## config.mk

```make
export PLATFORM = sky130hd
export DESIGN_NAME = specdrum_player
export DESIGN_NICKNAME = d
export VERILOG_FILES = /design/src/rtl/specdrum_pkg.sv /design/src/rtl/sync_fifo.sv /design/src/rtl/specdrum_player.sv
export SDC_FILE = /design/constraint.sdc
export NUM_CORES = 1
export LEC_CHECK = 0
export ABC_AREA = 0
export CORE_MARGIN = 4
export CORE_UTILIZATION = 50
export DETAILED_ROUTE_END_ITERATION = 7
export GPL_TIMING_DRIVEN = 0
export PLACE_DENSITY = 0.8
export REMOVE_ABC_BUFFERS = 1
export SLEW_MARGIN = 5
export SYNTH_ARGS = -nofsm -noshare
export SYNTH_HDL_FRONTEND = slang
export SYNTH_SLANG_ARGS = --single-unit
```

## constraint.sdc

```tcl
create_clock -name clock -period 6.45 [get_ports clock]
set_input_delay 1.6125 -clock clock [delete_from_list [all_inputs] [get_ports clock]]
set_output_delay 1.6125 -clock clock [all_outputs]
set_load 0.05 [all_outputs]
```

## src/rtl/specdrum_pkg.sv

```systemverilog
// specdrum_pkg: shared constants for the Specdrum playback controller.
//   PORT_DATA / PORT_STATUS : I/O addresses (low byte) of the data and status ports
//   DAC_MID                 : midscale DAC code, i.e. silence
//   ST_*                    : bit positions inside the status byte
package specdrum_pkg;

  localparam logic [7:0] PORT_DATA   = 8'hDF;
  localparam logic [7:0] PORT_STATUS = 8'hDE;
  localparam logic [7:0] DAC_MID     = 8'h80;

  localparam int ST_OVERRUN   = 7;
  localparam int ST_UNDERRUN  = 6;
  localparam int ST_FULL      = 5;
  localparam int ST_EMPTY     = 4;
  localparam int ST_LEVEL_LSB = 0;

endpackage

```

## src/rtl/sync_fifo.sv

```systemverilog
// sync_fifo: generic single-clock FIFO.
//   clock, reset : clock and synchronous active-high reset (control state only)
//   push, din    : enqueue request and data; accepted when not full, or when
//                  full and a pop is accepted in the same clock
//   pop, dout    : dequeue request; dout is registered on an accepted pop and
//                  holds otherwise. A pop on an empty FIFO is ignored.
//   full, empty  : occupancy flags
//   count        : number of stored entries, 0..DEPTH
// DEPTH must be a power of two so the pointers wrap naturally.
module sync_fifo #(
  parameter int WIDTH = 8,
  parameter int DEPTH = 16
) (
  input  logic                           clock,
  input  logic                           reset,
  input  logic                           push,
  input  logic                           pop,
  input  logic [WIDTH-1:0]               din,
  output logic [WIDTH-1:0]               dout,
  output logic                           full,
  output logic                           empty,
  output logic [$clog2(DEPTH+1)-1:0]     count
);

  localparam int AW = $clog2(DEPTH);
  localparam int CW = $clog2(DEPTH+1);

  logic [WIDTH-1:0] mem [DEPTH];
  logic [AW-1:0]    wr_ptr;
  logic [AW-1:0]    rd_ptr;
  logic             push_ok;
  logic             pop_ok;

  assign full    = (count == CW'(DEPTH));
  assign empty   = (count == '0);
  assign pop_ok  = pop && !empty;
  // A full FIFO still takes a push when the same clock frees a slot.
  assign push_ok = push && (!full || pop_ok);

  always_ff @(posedge clock) begin
    if (reset) begin
      wr_ptr <= '0;
      rd_ptr <= '0;
      count  <= '0;
    end else begin
      if (push_ok) wr_ptr <= wr_ptr + AW'(1);
      if (pop_ok)  rd_ptr <= rd_ptr + AW'(1);
      unique case ({push_ok, pop_ok})
        2'b10:   count <= count + CW'(1);
        2'b01:   count <= count - CW'(1);
        default: count <= count;
      endcase
    end
  end

  // Storage and output register carry data only; no reset needed. When full
  // with push and pop together, wr_ptr == rd_ptr and the read takes the old
  // entry before it is overwritten.
  always_ff @(posedge clock) begin
    if (push_ok) mem[wr_ptr] <= din;
    if (pop_ok)  dout        <= mem[rd_ptr];
  end

endmodule

```

## src/rtl/specdrum_player.sv

```systemverilog
// specdrum_player: buffered sample playback for the 8-bit Specdrum DAC.
// CPU OUTs to port 0xDF are queued in a FIFO and released to the DAC once
// every DIVIDER clock enables.
//   clock, reset : clock and synchronous active-high reset
//   ce           : CPU clock enable; bus sampling and the divider advance on it
//   iorq, wr, rd : Z80 bus strobes, active low
//   a, d         : I/O address low byte and CPU data bus
//   q, qe        : status byte and its drive enable for the CPU data mux
//   dac          : sample presented to the mixer
// Build option: define SPECDRUM_STATUS_EN to decode the status port 0xDE.
// Without it q/qe are tied off and the sticky flags clear only on reset.
module specdrum_player
  import specdrum_pkg::*;
#(
  parameter int DEPTH   = 16,
  parameter int DIVIDER = 437
) (
  input  logic       clock,
  input  logic       reset,
  input  logic       ce,
  input  logic       iorq,
  input  logic       wr,
  input  logic       rd,
  input  logic [7:0] a,
  input  logic [7:0] d,
  output logic [7:0] q,
  output logic       qe,
  output logic [7:0] dac
);

  localparam int CW = $clog2(DEPTH+1);

  logic          ws;
  logic          ws_d;
  logic          push;
  logic [15:0]   div_cnt;
  logic          tick;
  logic [7:0]    fifo_dout;
  logic          full;
  logic          empty;
  logic [CW-1:0] count;
  logic          started;
  logic          overrun;
  logic          underrun;
  logic          ov_set;
  logic          un_set;
  logic          clr;
  logic [8:0]    count_w;
  logic [3:0]    level;
  logic [7:0]    st;

  // Write decode and edge detect: one push per OUT however long it is held.
  assign ws   = !iorq && !wr && (a == PORT_DATA);
  assign push = ce && ws && !ws_d;

  // During reset ws_d follows the bus, so an OUT still held when reset
  // releases already looks "seen" and does not push; an idle bus gives 0.
  always_ff @(posedge clock) begin
    if (reset)   ws_d <= ws;
    else if (ce) ws_d <= ws;
  end

  // Sample-rate divider, free running, never restarted by writes.
  assign tick = ce && (div_cnt == 16'(DIVIDER-1));

  always_ff @(posedge clock) begin
    if (reset)     div_cnt <= '0;
    else if (tick) div_cnt <= '0;
    else if (ce)   div_cnt <= div_cnt + 16'd1;
  end

  sync_fifo #(
    .WIDTH (8),
    .DEPTH (DEPTH)
  ) u_fifo (
    .clock (clock),
    .reset (reset),
    .push  (push),
    .pop   (tick),
    .din   (d),
    .dout  (fifo_dout),
    .full  (full),
    .empty (empty),
    .count (count)
  );

  // The FIFO output register is not reset; until the first real pop the DAC
  // shows midscale instead.
  always_ff @(posedge clock) begin
    if (reset)              started <= 1'b0;
    else if (tick && !empty) started <= 1'b1;
  end

  assign dac = started ? fifo_dout : DAC_MID;

  // Sticky flags. A pop on full frees a slot, so that push is not an overrun.
  // A set event in the same clock as the clear wins.
  assign ov_set = push && full && !tick;
  assign un_set = tick && empty;

  always_ff @(posedge clock) begin
    if (reset) begin
      overrun  <= 1'b0;
      underrun <= 1'b0;
    end else begin
      overrun  <= (overrun  && !clr) || ov_set;
      underrun <= (underrun && !clr) || un_set;
    end
  end

  // Status byte; level saturates at 15 for deep FIFOs.
  assign count_w = 9'(count);
  assign level   = (count_w > 9'd15) ? 4'hF : count_w[3:0];

  always_comb begin
    st                      = '0;
    st[ST_OVERRUN]          = overrun;
    st[ST_UNDERRUN]         = underrun;
    st[ST_FULL]             = full;
    st[ST_EMPTY]            = empty;
    st[ST_LEVEL_LSB +: 4]   = level;
  end

`ifdef SPECDRUM_STATUS_EN
  logic rs;
  logic rs_d;

  assign rs  = !iorq && !rd && (a == PORT_STATUS);
  // Flags clear as the read ends, after the CPU has taken the old value.
  assign clr = ce && !rs && rs_d;

  always_ff @(posedge clock) begin
    if (reset) begin
      rs_d <= 1'b0;
      qe   <= 1'b0;
      q    <= 8'h00;
    end else if (ce) begin
      rs_d <= rs;
      qe   <= rs;
      q    <= rs ? st : 8'h00;
    end
  end
`else
  logic unused_status;

  assign clr = 1'b0;
  assign q   = 8'h00;
  assign qe  = 1'b0;
  assign unused_status = &{1'b0, rd, st, PORT_STATUS};
`endif

endmodule

```

==> summary by stage, run 1 <==
Outcome
The run finished with clean final reports.

Worst setup path
The launching element type of the critical path is an input pin. At the worst endpoint, the arrival time is 5.45 ns. The signal on the critical path passes through clkdlybuf4s50_1 > nand4_1 > nor4_4 > and2_1 > ha_1 > inv_1 > fa_1 > nor2b_1 > o21ai_0 > nand3_1 > or3b_2 > mux2_2. The number of buffers and inverters on the critical path is 2.

The largest delay contributor family on the critical path is simple AND/OR/NAND/NOR gates. The highest fanout seen on the critical path is 12. For this design, the slowest cell found on the critical path is sky130_fd_sc_hd__clkdlybuf4s50_1. The peak per-stage delay on the critical path is 0.64 ns.

The setup path with the least slack is of type input pin to flop. The worst setup path is captured at a flop. The worst endpoint required time is 6.77 ns.

Synth
In the synthesized netlist the async set-or-reset flop fraction comes to 0. The most used flip-flop cell after synthesis is sky130_fd_sc_hd__edfxtp_1. The post-synthesis register bit count is 167. In the post-synthesis netlist, the biggest area contributors are sky130_fd_sc_hd__edfxtp_1 59%, sky130_fd_sc_hd__dfxtp_1 8.6%, sky130_fd_sc_hd__mux4_2 5.1%. The cell type with the largest total area after synthesis is sky130_fd_sc_hd__edfxtp_1. The count of distinct cell types in the synthesized netlist is 46. The sequential area share after synthesis is 0.672. Each instance of the synthesized netlist takes up on average 15.0 um2. Summing every instance area after synthesis gives 7020 um2.

The proportion of netlist area held by the largest area contributor is 0.586. Counting every instance in the synthesized netlist gives 469. The count of flip-flops with a built-in enable after synthesis is 137. The Yosys step of the flow raised 0 warnings.

Finish
The most frequent standard cell in the layout excluding fill and tap cells is sky130_fd_sc_hd__edfxtp_1. The number of fill cells is 1048. After the last flow step, the layout net total stands at 527.

The count of inserted antenna diode cells is 0. The layout-stage area growth over the synthesis result is 13.8%. In the final layout, the share of cells above drive strength 1 is 0.130. Leaving out fill and tap cells, the most frequent cells in the layout are 137 x sky130_fd_sc_hd__edfxtp_1, 31 x sky130_fd_sc_hd__nor2_1, 29 x sky130_fd_sc_hd__dfxtp_1.

Floorplanning
Pin placement for this block handled 39 I/O pins. The die outline area is 16000 um2. From bottom edge to top edge, the die measures 126 um. Row generation in the floorplan step produced 43 rows. After floorplanning, the core was sized to cover 13800 um2. The initial standard-cell utilization of the core is 0.507. The width of the chip is 126 um.

Drt
Across all layers, the routed design uses 3911 vias. The iteration-0 DRC count of the detailed router is 345. Before antenna repair, the detailed router went through 5 iterations. The detail route stage leaves a number of antenna-violating nets equal to 0. The total wirelength of the detailed-routed design is 13300 um. In the routed design, unresolved DRC markers number 0. The mean number of vias per cell is 5.70.

After detailed routing, the average wire length per cell comes to 19.4 um.

Timing
Of the available clock period, the critical path in the final layout requires 0.795. Headroom to the max-slew limit came out at 0.155. Setup violations remaining at the end of the flow were counted as 0.

For this run, the top clock speed supported by timing is 0.195 GHz. The hold slack is 0.510 ns. Setup repair after global routing left no endpoint under its margin.

The setup TNS is 0 ns. Subtracting the final worst setup slack from the clock period gives 5.13 ns. The final hold violation count is 0. The clock skew is 0.00799 ns. The transition time of the tightest slew-check pin is 1.26 ns. The number of slew-limit violations in the final report is 0.

Clocking
The count of instances resized after the clock tree is built is 0. The number of setup buffers added after CTS is 0. The maximum root-to-sink buffer count is 2. The TritonCTS buffer count is 17. TritonCTS built the clock tree. Counting every sink on the clock net gives 167. The clock-pin transition on the worst setup and hold timing paths is 0.06 ns. The cell sitting at the root of the clock tree is a sky130_fd_sc_hd__clkbuf_16.

At the later pin of the worst-skew pair, clock insertion delay measures 0.43 ns. The hold buffer count at CTS is 0. The depth of the CTS H-tree is 4.

Power
IR analysis of the VDD net gives a maximum drop of 0.196 mV. The overall power of the completed layout is 2.24 mW. In this run the power density over the cells is 281 nW/um2. In this run the static leakage power is 2.60 nW.

GRT
The met2 track utilization from global routing is 0.277. The initial antenna violation count was 0. The maximum number of pins on one net before global-route repair is 52.

The global router's overall resource usage is 0.173. The global-route track usage on met3 is 0.0501. The layer flagged by global routing as most heavily used is met2. The first global-routing pass estimated 21000 um of wire. Summed over all layers, the global routing overflow is 0. For met1 alone, demand over resource in global routing was 0.220. The via count of the first global-routing pass is 3975.

Placement
At the end of routability-driven placement, the weighted congestion stood at 0.769. The total of buffers placed on input and output ports is 28. Detailed placement finished with a half-perimeter wire length of 8460 um.

Min path
The min-delay analysis places its worst path in the category flop to flop.

Job
The tool flagged a number of max-cap violations equal to 0.
[flip-flops by register name (all words and copies together) (netlist names)]
register / count
u_fifo.rd_ptr: 4
u_fifo.dout: 8
u_fifo.mem: 128
started: 1
div_cnt: 16
u_fifo.count: 5
ws_d: 1
u_fifo.wr_ptr: 4
[through the flow]
stage	instance area, um2	worst slack, ns	cells	util
2_1_floorplan	6870	2.15	446	-
3_3_place_gp	7370	1.05	654	0.533
3_5_place_dp	7370	0.908	654	0.533
4_1_cts	7980	1.31	686	0.577
5_1_grt	7980	1.04	686	0.577
6_report	7980	1.32	686	0.577
[where the power goes]
part	leakage, nW	internal (mW)	switching (mW)	total (mW)
logic	0.844	0.0154	0.0309	0.0464
registers	1.48	1.16	0.00177	1.17
clock network	0.285	0.611	0.420	1.03
total	2.60	1.79	0.453	2.24
[path summary, 6_finish.rpt]
path,start,endpoint,slack [ns],cells after the start
worst min register to register,div_cnt[11],div_cnt[11],0.51,2
worst min-delay path,div_cnt[11],div_cnt[11],0.51,2
worst max register to register,div_cnt[0],u_fifo.count[4],2.21,13
worst max-delay path,ce,u_fifo.count[4],1.32,12
[worst min-delay path, stage by stage, from the launching register on]
cell                      delay (ns)
sky130_fd_sc_hd__dfxtp_1        0.32
sky130_fd_sc_hd__o21ai_0        0.08
sky130_fd_sc_hd__a21oi_1        0.06
[cell type report]
type	instances	area, um2	area share
repair buffers	28	280	0.0351
flip-flops and latches	167	4720	0.591
clock inverters	15	176	0.0221
multi-input cells	266	2110	0.264
clock buffers	17	425	0.0533
well taps	180	225	0.0282
inverters	13	48.8	0.00611
[routing by layer]
| layer | vias to the layer above | wire length [um] | part of all wire |
|---|---|---|---|
| li1 | 1800 | - | - |
| met1 | 1948 | 5530 | 0.42 |
| met2 | 133 | 6580 | 0.49 |
| met3 | 30 | 841 | 0.063 |
| met4 | 0 | 345 | 0.026 |
| met5 | - | 0 | 0 |
[Yosys cell counts, types with 5 or more instances]
cell                       count
sky130_fd_sc_hd__a21oi_1      17
sky130_fd_sc_hd__inv_1        13
sky130_fd_sc_hd__dfxtp_1      30
sky130_fd_sc_hd__mux2i_1      28
sky130_fd_sc_hd__and3_1       16
sky130_fd_sc_hd__a221oi_1      8
sky130_fd_sc_hd__xnor2_1       8
sky130_fd_sc_hd__xor2_1       10
sky130_fd_sc_hd__mux4_2       16
sky130_fd_sc_hd__a22oi_1       8
sky130_fd_sc_hd__o21ai_0      20
sky130_fd_sc_hd__edfxtp_1    137
sky130_fd_sc_hd__buf_2         6
sky130_fd_sc_hd__and2_1       11
sky130_fd_sc_hd__nor2_1       31
sky130_fd_sc_hd__clkbuf_1     10
sky130_fd_sc_hd__nand3_1       6
sky130_fd_sc_hd__mux2_2        9
sky130_fd_sc_hd__nand4_1       5
sky130_fd_sc_hd__nor2b_1       8
sky130_fd_sc_hd__nand2_1      18
sky130_fd_sc_hd__buf_4        13
sky130_fd_sc_hd__ha_1         11
[cell families after synthesis]
| kind of cell | Yosys count | synth area share |
|---|---|---|
| compound gates | 57 | 0.0521 |
| xor+xnor | 18 | 0.0225 |
| fa+ha+maj | 12 | 0.0225 |
| buf+inv | 44 | 0.0326 |
| flops | 167 | 0.672 |
| mux | 53 | 0.106 |
| other cells | 1 | 0.000535 |
| simple gates | 117 | 0.0920 |
No activity file was read; power rests on OpenSTA's default activity.
==> run 2: changes to the inputs <==
PLACE_DENSITY = 0.82   (was 0.8)
clock period = 4.5 ns   (was 6.45 ns; I/O delays follow)
==> summary by stage, run 2 (synthesized netlist as in run 1, its figures left out) <==
Drt
The total wirelength of the detailed-routed design came to 13900 um (+4.2%). The vias after detailed routing came to 3946 (+0.89%). The first-pass iteration count of the detailed router came to 5 (unchanged). The remaining antenna violation count after routing came to 0 (unchanged). The mean number of vias per cell was 5.75 (+0.89%). The average wire length per cell after detail routing is 20.2 um (+4.2%).

The iteration-0 DRC count of the detailed router is 388 (+12%). The number of remaining DRC errors was 0 (unchanged).

Clocking
The maximum root-to-sink buffer count is 2 (unchanged). The clock-pin transition on the worst setup and hold timing paths was 0.06 ns (about the same). The depth of the CTS H-tree is 4 (unchanged).

The clock sink count came to 167 (unchanged). The TritonCTS buffer count is 17 (unchanged). The cell at the root of the clock tree is sky130_fd_sc_hd__clkbuf_16. The latest clock arrival within the worst-skew pair is 0.44 ns (about the same).

The hold buffer count at CTS is 0 (unchanged). The TritonCTS clock tree is done.

Finish
The largest registers in the layout are u_fifo.mem (128), div_cnt (16), u_fifo.dout (8). The most frequent standard cell in the layout excluding fill and tap cells is sky130_fd_sc_hd__edfxtp_1. In the layout the commonest cells are 137 x sky130_fd_sc_hd__edfxtp_1, 31 x sky130_fd_sc_hd__nor2_1, 29 x sky130_fd_sc_hd__dfxtp_1. The fraction of layout cells with a size suffix above 1 is 0.132 (+0.00198). The number of nets in the layout is 527 (unchanged). The count of inserted antenna diode cells is 0 (unchanged). u_fifo.mem holds more flip-flops than any other register. Relative to the synthesized area, the layout overhead comes to 13.5%. The flip-flop count of the largest register, all copies and words added came to 128 (unchanged).

Power
The switching power share of the total came to 0.205 (+0.00343). The leakage power total is 2.60 nW (-0.16%). The total net switching power was 0.650 mW (+43%). The clock network power share is 0.450 (-0.009). The internal power consumption is 2.52 mW (+40%). The peak supply drop was 0.258 mV (+32%).

The share of power burned in registers came to 0.528 (+0.008). The power per standard cell area is 397 nW/um2 (+41%). The share of power burned in combinational logic is 0.022 (about the same).

Floorplanning
The cell row count was 43 (unchanged). The area of the core is 13800 um2 (unchanged). The chip height is 126 um (unchanged).

The die outline area is 16000 um2 (unchanged). The width of the chip is 126 um (unchanged). The number of placed I/O pins is 39 (unchanged). The initial standard-cell utilization of the core is 0.507 (unchanged).

Outcome
The flow ran to the end, and the final reports show no timing, DRC or antenna violations.

GRT
The global router's overall resource usage is 0.181 (+0.00794). The global routing usage on met1 is 0.219 (-0.000637). The via count of the first global-routing pass is 4122 (+3.7%). The met2 track utilization from global routing was 0.305 (+0.0283). The global-route track usage on met3 is 0.0573 (+0.00716).

The maximum number of pins on one net before global-route repair came to 52 (unchanged). The first-pass GRT wire length came to 21900 um (+4.3%). The initial antenna violation count is 0 (unchanged).

The total grt overflow is 0 (unchanged). met2 is the most crowded layer.

Timing
Setup repair after global routing left no endpoint under its margin. The setup TNS is 0 ns (unchanged). Based on the critical path, the design can be clocked at up to 0.233 GHz.

In the finished design, the share of the clock period the worst path needs comes to 0.953. The number of setup violations in the final report is 0 (unchanged). The clock skew came to 0.0154 ns (+0.00745 ns). The number of slew-limit violations in the final report is 0 (unchanged). The final hold violation count is 0 (unchanged).

The relative max-transition margin is 0.105 (-0.0500). The transition time of the tightest slew-check pin is 1.33 ns (+0.0674 ns). The post-layout minimum cycle time is 4.29 ns. The hold slack is 0.516 ns (+0.00596 ns).

Worst setup path
The number of cells traversed by the worst register-to-register path came to 13 (unchanged). The arrival time of the worst setup path is 4.60 ns (-0.85 ns). The setup path with the least slack is of type input pin to flop. The highest fanout seen on the critical path is 12 (unchanged). The launching element type of the critical path is an input pin.

The element type at the critical path end is a flop. The worst endpoint required time is 4.82 ns (-1.95 ns).

Placement
The total half-perimeter wirelength after legalization and detailed placement came to 8810 um (+4.2%). The placer congestion estimate is 0.795 (+3.3%). The total of buffers placed on input and output ports is 28 (unchanged).

Job
The number of max-cap violations came to 0 (unchanged).

Min path
The hold-critical path depth is 2 (unchanged). The path class of the tightest hold or removal check is flop to flop.
run 2: changes by cell type in the layout (fill, tap and decap cells not counted):
| cell | before | now |
|---|---|---|
| sky130_fd_sc_hd__clkbuf_1 | 0 | 2 |
| sky130_fd_sc_hd__inv_6 | 3 | 5 |
| sky130_fd_sc_hd__and2_1 | 11 | 10 |
| sky130_fd_sc_hd__and2_4 | 0 | 1 |
| sky130_fd_sc_hd__bufinv_16 | 3 | 2 |
| sky130_fd_sc_hd__clkinv_1 | 1 | 0 |
| sky130_fd_sc_hd__clkinv_2 | 3 | 2 |
| sky130_fd_sc_hd__clkinv_4 | 0 | 1 |
| sky130_fd_sc_hd__clkinvlp_4 | 4 | 3 |
| sky130_fd_sc_hd__inv_8 | 1 | 0 |
| sky130_fd_sc_hd__nor2b_1 | 8 | 7 |
| sky130_fd_sc_hd__nor2b_2 | 0 | 1 |
run 2: critical path, cell delays in order:
cell                              delay [ns]
sky130_fd_sc_hd__clkdlybuf4s50_1        0.65
sky130_fd_sc_hd__nand4_1                0.22
sky130_fd_sc_hd__nor4_4                 0.38
sky130_fd_sc_hd__and2_4                 0.36
sky130_fd_sc_hd__ha_1                   0.26
sky130_fd_sc_hd__inv_1                  0.10
sky130_fd_sc_hd__fa_1                   0.38
sky130_fd_sc_hd__nor2b_1                0.16
sky130_fd_sc_hd__o21ai_0                0.12
sky130_fd_sc_hd__nand3_1                0.10
sky130_fd_sc_hd__or3b_2                 0.45
sky130_fd_sc_hd__mux2_2                 0.27
run 2: worst paths after layout:
check | start | slack [ns] | to
max | ce | 0.21 | u_fifo.count[4]
min | div_cnt[3] | 0.52 | div_cnt[3]
max reg2reg | div_cnt[0] | 0.64 | u_fifo.count[4]
min reg2reg | div_cnt[3] | 0.52 | div_cnt[3]
run 2: power groups by stage:
stage	registers, mW	clock network, mW	logic, mW
3_3_place_gp	1.71	0	0.0652
6_report	1.67	1.42	0.0685
3_5_place_dp	1.71	0	0.0684
2_1_floorplan	1.71	0	0.0284
4_1_cts	1.67	1.43	0.0685
5_1_grt	1.67	1.50	0.0743
run 2: cell type report:
type                    count  area (um2)
inverters                  13        48.8
clock inverters            13         145
well taps                 180         225
multi-input cells         266        2110
flip-flops and latches    167        4720
fillers                  1011        5860
repair buffers             28         280
clock buffers              19         433
run 2: what timing repair did:
action                                  in CTS  in global routing
resized for setup                            1                  1
endpoints found under the setup margin       1                  1
buffers inserted                             0                  0
run 2: per-layer routing:
layer	wire length [um]	vias to the layer above
li1	-	1804
met1	5580	1974
met2	7190	139
met3	795	29
met4	301	0
met5	0	-
run 2: metrics by stage:
step / instances / setup slack [ns] / util / total power, mW / area, um2
final: 686 / 0.212 / 0.576 / 3.16 / 7960
after detailed placement: 654 / -0.593 / 0.533 / 1.77 / 7370
after CTS: 686 / 0.0825 / 0.575 / 3.17 / 7950
after floorplan: 446 / 0.689 / - / 1.73 / 6870
after global placement: 654 / -0.434 / 0.533 / 1.77 / 7370
after global routing: 686 / 0.00845 / 0.576 / 3.25 / 7960
==> run 3: changes to the inputs <==
CELL_PAD_IN_SITES_DETAIL_PLACEMENT = 1   (was not set)
CELL_PAD_IN_SITES_GLOBAL_PLACEMENT = 2   (was not set)
CORE_UTILIZATION = 43   (was 50)
GPL_TIMING_DRIVEN = not set   (was 0)
PLACE_DENSITY = 0.89   (was 0.82)
clock period = 4.9 ns   (was 4.5 ns; I/O delays follow)
==> summary by stage, run 3 (synthesized netlist as in run 1, its figures left out) <==
Outcome
The run finished with clean final reports.

Worst setup path
The peak per-stage delay on the critical path is 0.48 ns (-0.17 ns). The arrival time of the worst setup path is 4.46 ns (-0.14 ns). STA classifies the critical path startpoint as an input pin. The worst endpoint required time came to 5.22 ns (+0.40 ns).

The element type at the critical path end is a flop. The cell seen most often among critical-path stages is sky130_fd_sc_hd__ha_1. The signal on the critical path passes through clkdlybuf4s50_1 > nand4_1 > nor4_4 > o211a_4 > inv_1 > ha_1 > ha_1 > nor2b_1 > o21ai_0 > a21oi_1 > or3b_2 > mux2_2. The classification of the worst setup path is input pin to flop.

For this design, the slowest cell found on the critical path is sky130_fd_sc_hd__clkdlybuf4s50_1. The register-to-register path setup slack is 1.05 ns (+0.41 ns). The highest fanout seen on the critical path was 17 (+5).

Timing
The post-layout minimum cycle time is 4.13 ns. The clock skew is 0.00723 ns (-0.00821 ns). The relative max-transition margin is 0.453 (+0.348). The share of the clock period used by the worst path after layout is 0.844. Setup repair after global routing left no endpoint under its margin. The transition time of the tightest slew-check pin is 0.819 ns (-0.512 ns). The maximum clock rate is 0.242 GHz.

The smallest setup slack after layout is 0.766 ns (+0.553 ns). The number of slew-limit violations in the final report is 0 (unchanged). The setup TNS is 0 ns (unchanged). The final hold violation count is 0 (unchanged). The number of setup violations in the final report is 0 (unchanged).

Floorplanning
The width of the chip was 136 um (+7.3%). The area of the core is 15900 um2 (+15%). The number of placed I/O pins came to 39 (unchanged). The cell row count is 46 (+7.0%). The die outline area is 18400 um2 (+15%).

The initial standard-cell utilization of the core was 0.440 (-0.0673). The chip height is 136 um (+7.3%).

Power
The power per standard cell area is 372 nW/um2 (-6.4%). The total net switching power is 0.646 mW (-0.54%). The share of power burned in combinational logic is 0.021 (about the same). The leakage power total is 2.68 nW (+3.0%). The peak supply drop came to 0.242 mV (-6.0%). The switching power share of the total is 0.214 (+0.00827). The overall power of the completed layout is 3.03 mW (-4.4%). The internal power consumption is 2.38 mW (-5.4%). The share of power burned in registers came to 0.507 (-0.021). The clock network power share is 0.472 (+0.022).

Finish
The largest registers in the layout are u_fifo.mem (128), div_cnt (16), u_fifo.dout (8). Relative to the synthesized area, the layout overhead comes to 15.9%. The count of inserted antenna diode cells is 0 (unchanged). The share of the core filled with cells is 0.510 (-0.0659). The top cell types in the final layout, fill and taps aside, are 137 x sky130_fd_sc_hd__edfxtp_1, 31 x sky130_fd_sc_hd__nor2_1, 29 x sky130_fd_sc_hd__dfxtp_1. The number of nets in the layout is 537 (+1.9%). The flip-flop count of the largest register, all copies and words added is 128 (unchanged). The fraction of layout cells with a size suffix above 1 was 0.147 (+0.0149). The library cell used most frequently in the layout, excluding fill and tap cells, is sky130_fd_sc_hd__edfxtp_1.

The register with the highest flop count is u_fifo.mem.

Clocking
The depth of the CTS H-tree is 4 (unchanged). The hold buffer count at CTS came to 0 (unchanged). The count of instances resized after the clock tree is built came to 0 (-1). Clock tree synthesis selected as its root buffer the cell sky130_fd_sc_hd__clkbuf_16.

The clock-pin transition on the worst setup and hold timing paths is 0.06 ns (about the same). The TritonCTS buffer count is 17 (unchanged). TritonCTS built the clock tree. The number of buffers inserted by post-CTS setup repair is 0 (unchanged).

The latest clock arrival within the worst-skew pair is 0.43 ns (about the same). The maximum root-to-sink buffer count is 2 (unchanged). The clock sink count is 167 (unchanged).

GRT
The total grt overflow was 0 (unchanged). The via count of the first global-routing pass came to 4354 (+5.6%). The first-pass GRT wire length came to 24600 um (+12%).

The global router's overall resource usage came to 0.184 (+0.00263). The maximum number of pins on one net before global-route repair came to 24 (-54%). The initial antenna violation count was 0 (unchanged).

Drt
The first-pass iteration count of the detailed router is 4 (-1). The vias after detailed routing is 3920 (-0.66%). The mean number of vias per cell was 5.36 (-6.9%). The average wire length per cell after detail routing is 21.5 um (+6.4%). The number of remaining DRC errors is 0 (unchanged). The remaining antenna violation count after routing is 0 (unchanged). The total wirelength of the detailed-routed design is 15700 um (+13%). The iteration-0 DRC count of the detailed router was 334 (-14%).

Placement
The total of buffers placed on input and output ports is 28 (unchanged). The post-placement setup slack is 0.309 ns (+0.902 ns). The placer congestion estimate is 0.753 (-5.3%).

The total half-perimeter wirelength after legalization and detailed placement is 10200 um (+16%).

Min path
The class of the tightest hold or removal check is flop to flop.

Job
The number of max-cap violations is 0 (unchanged).
[run 3: power groups by stage]
stage | Sequential [mW] | Clock [mW] | Combinational [mW]
final | 1.54 | 1.43 | 0.0624
after detailed placement | 1.57 | 0 | 0.0631
after global routing | 1.53 | 1.51 | 0.0680
after global placement | 1.57 | 0 | 0.0588
after floorplan | 1.57 | 0 | 0.0261
after CTS | 1.54 | 1.45 | 0.0630
[run 3: worst max-delay path: cells and delay by family]
family / cells / cell delay (ns)
muxes: 1 / 0.27
and+or+nand+nor: 4 / 1.15
buffers and inverters: 2 / 0.54
AOI/OAI and AO/OA: 3 / 0.71
adders and majority gates: 2 / 0.55
[run 3: per-stage QoR]
stage               instance area (um2)  hold slack (ns)  cells
floorplan                          6870            0.462    446
global placement                   7490            0.476    700
detailed placement                 7490            0.492    700
CTS                                8130            0.513    732
global route                       8130            0.549    732
finish                             8130            0.511    732
[run 3: per-layer routing]
layer  up-vias  part of all wire  track usage
li1       1823                 -            -
met1      1987              0.40        0.221
met2        97              0.54        0.329
met3        13             0.056       0.0416
met4         0             0.010       0.0599
met5         -                 0            0
[run 3: final timing paths]
| kind | from | to | cells past startpoint |
|---|---|---|---|
| max | ce | u_fifo.count[4] | 12 |
| min | div_cnt[11] | div_cnt[11] | 2 |
| max reg2reg | div_cnt[0] | u_fifo.count[4] | 13 |
| min reg2reg | div_cnt[11] | div_cnt[11] | 2 |
[run 3: cell type report]
class	instances	area [um2]
Multi-Input combinational cell	266	2100
Fill cell	1562	7810
Clock buffer	17	425
Clock inverter	15	213
Sequential cell	167	4720
Inverter	13	48.8
Tap cell	216	270
Timing Repair Buffer	38	355
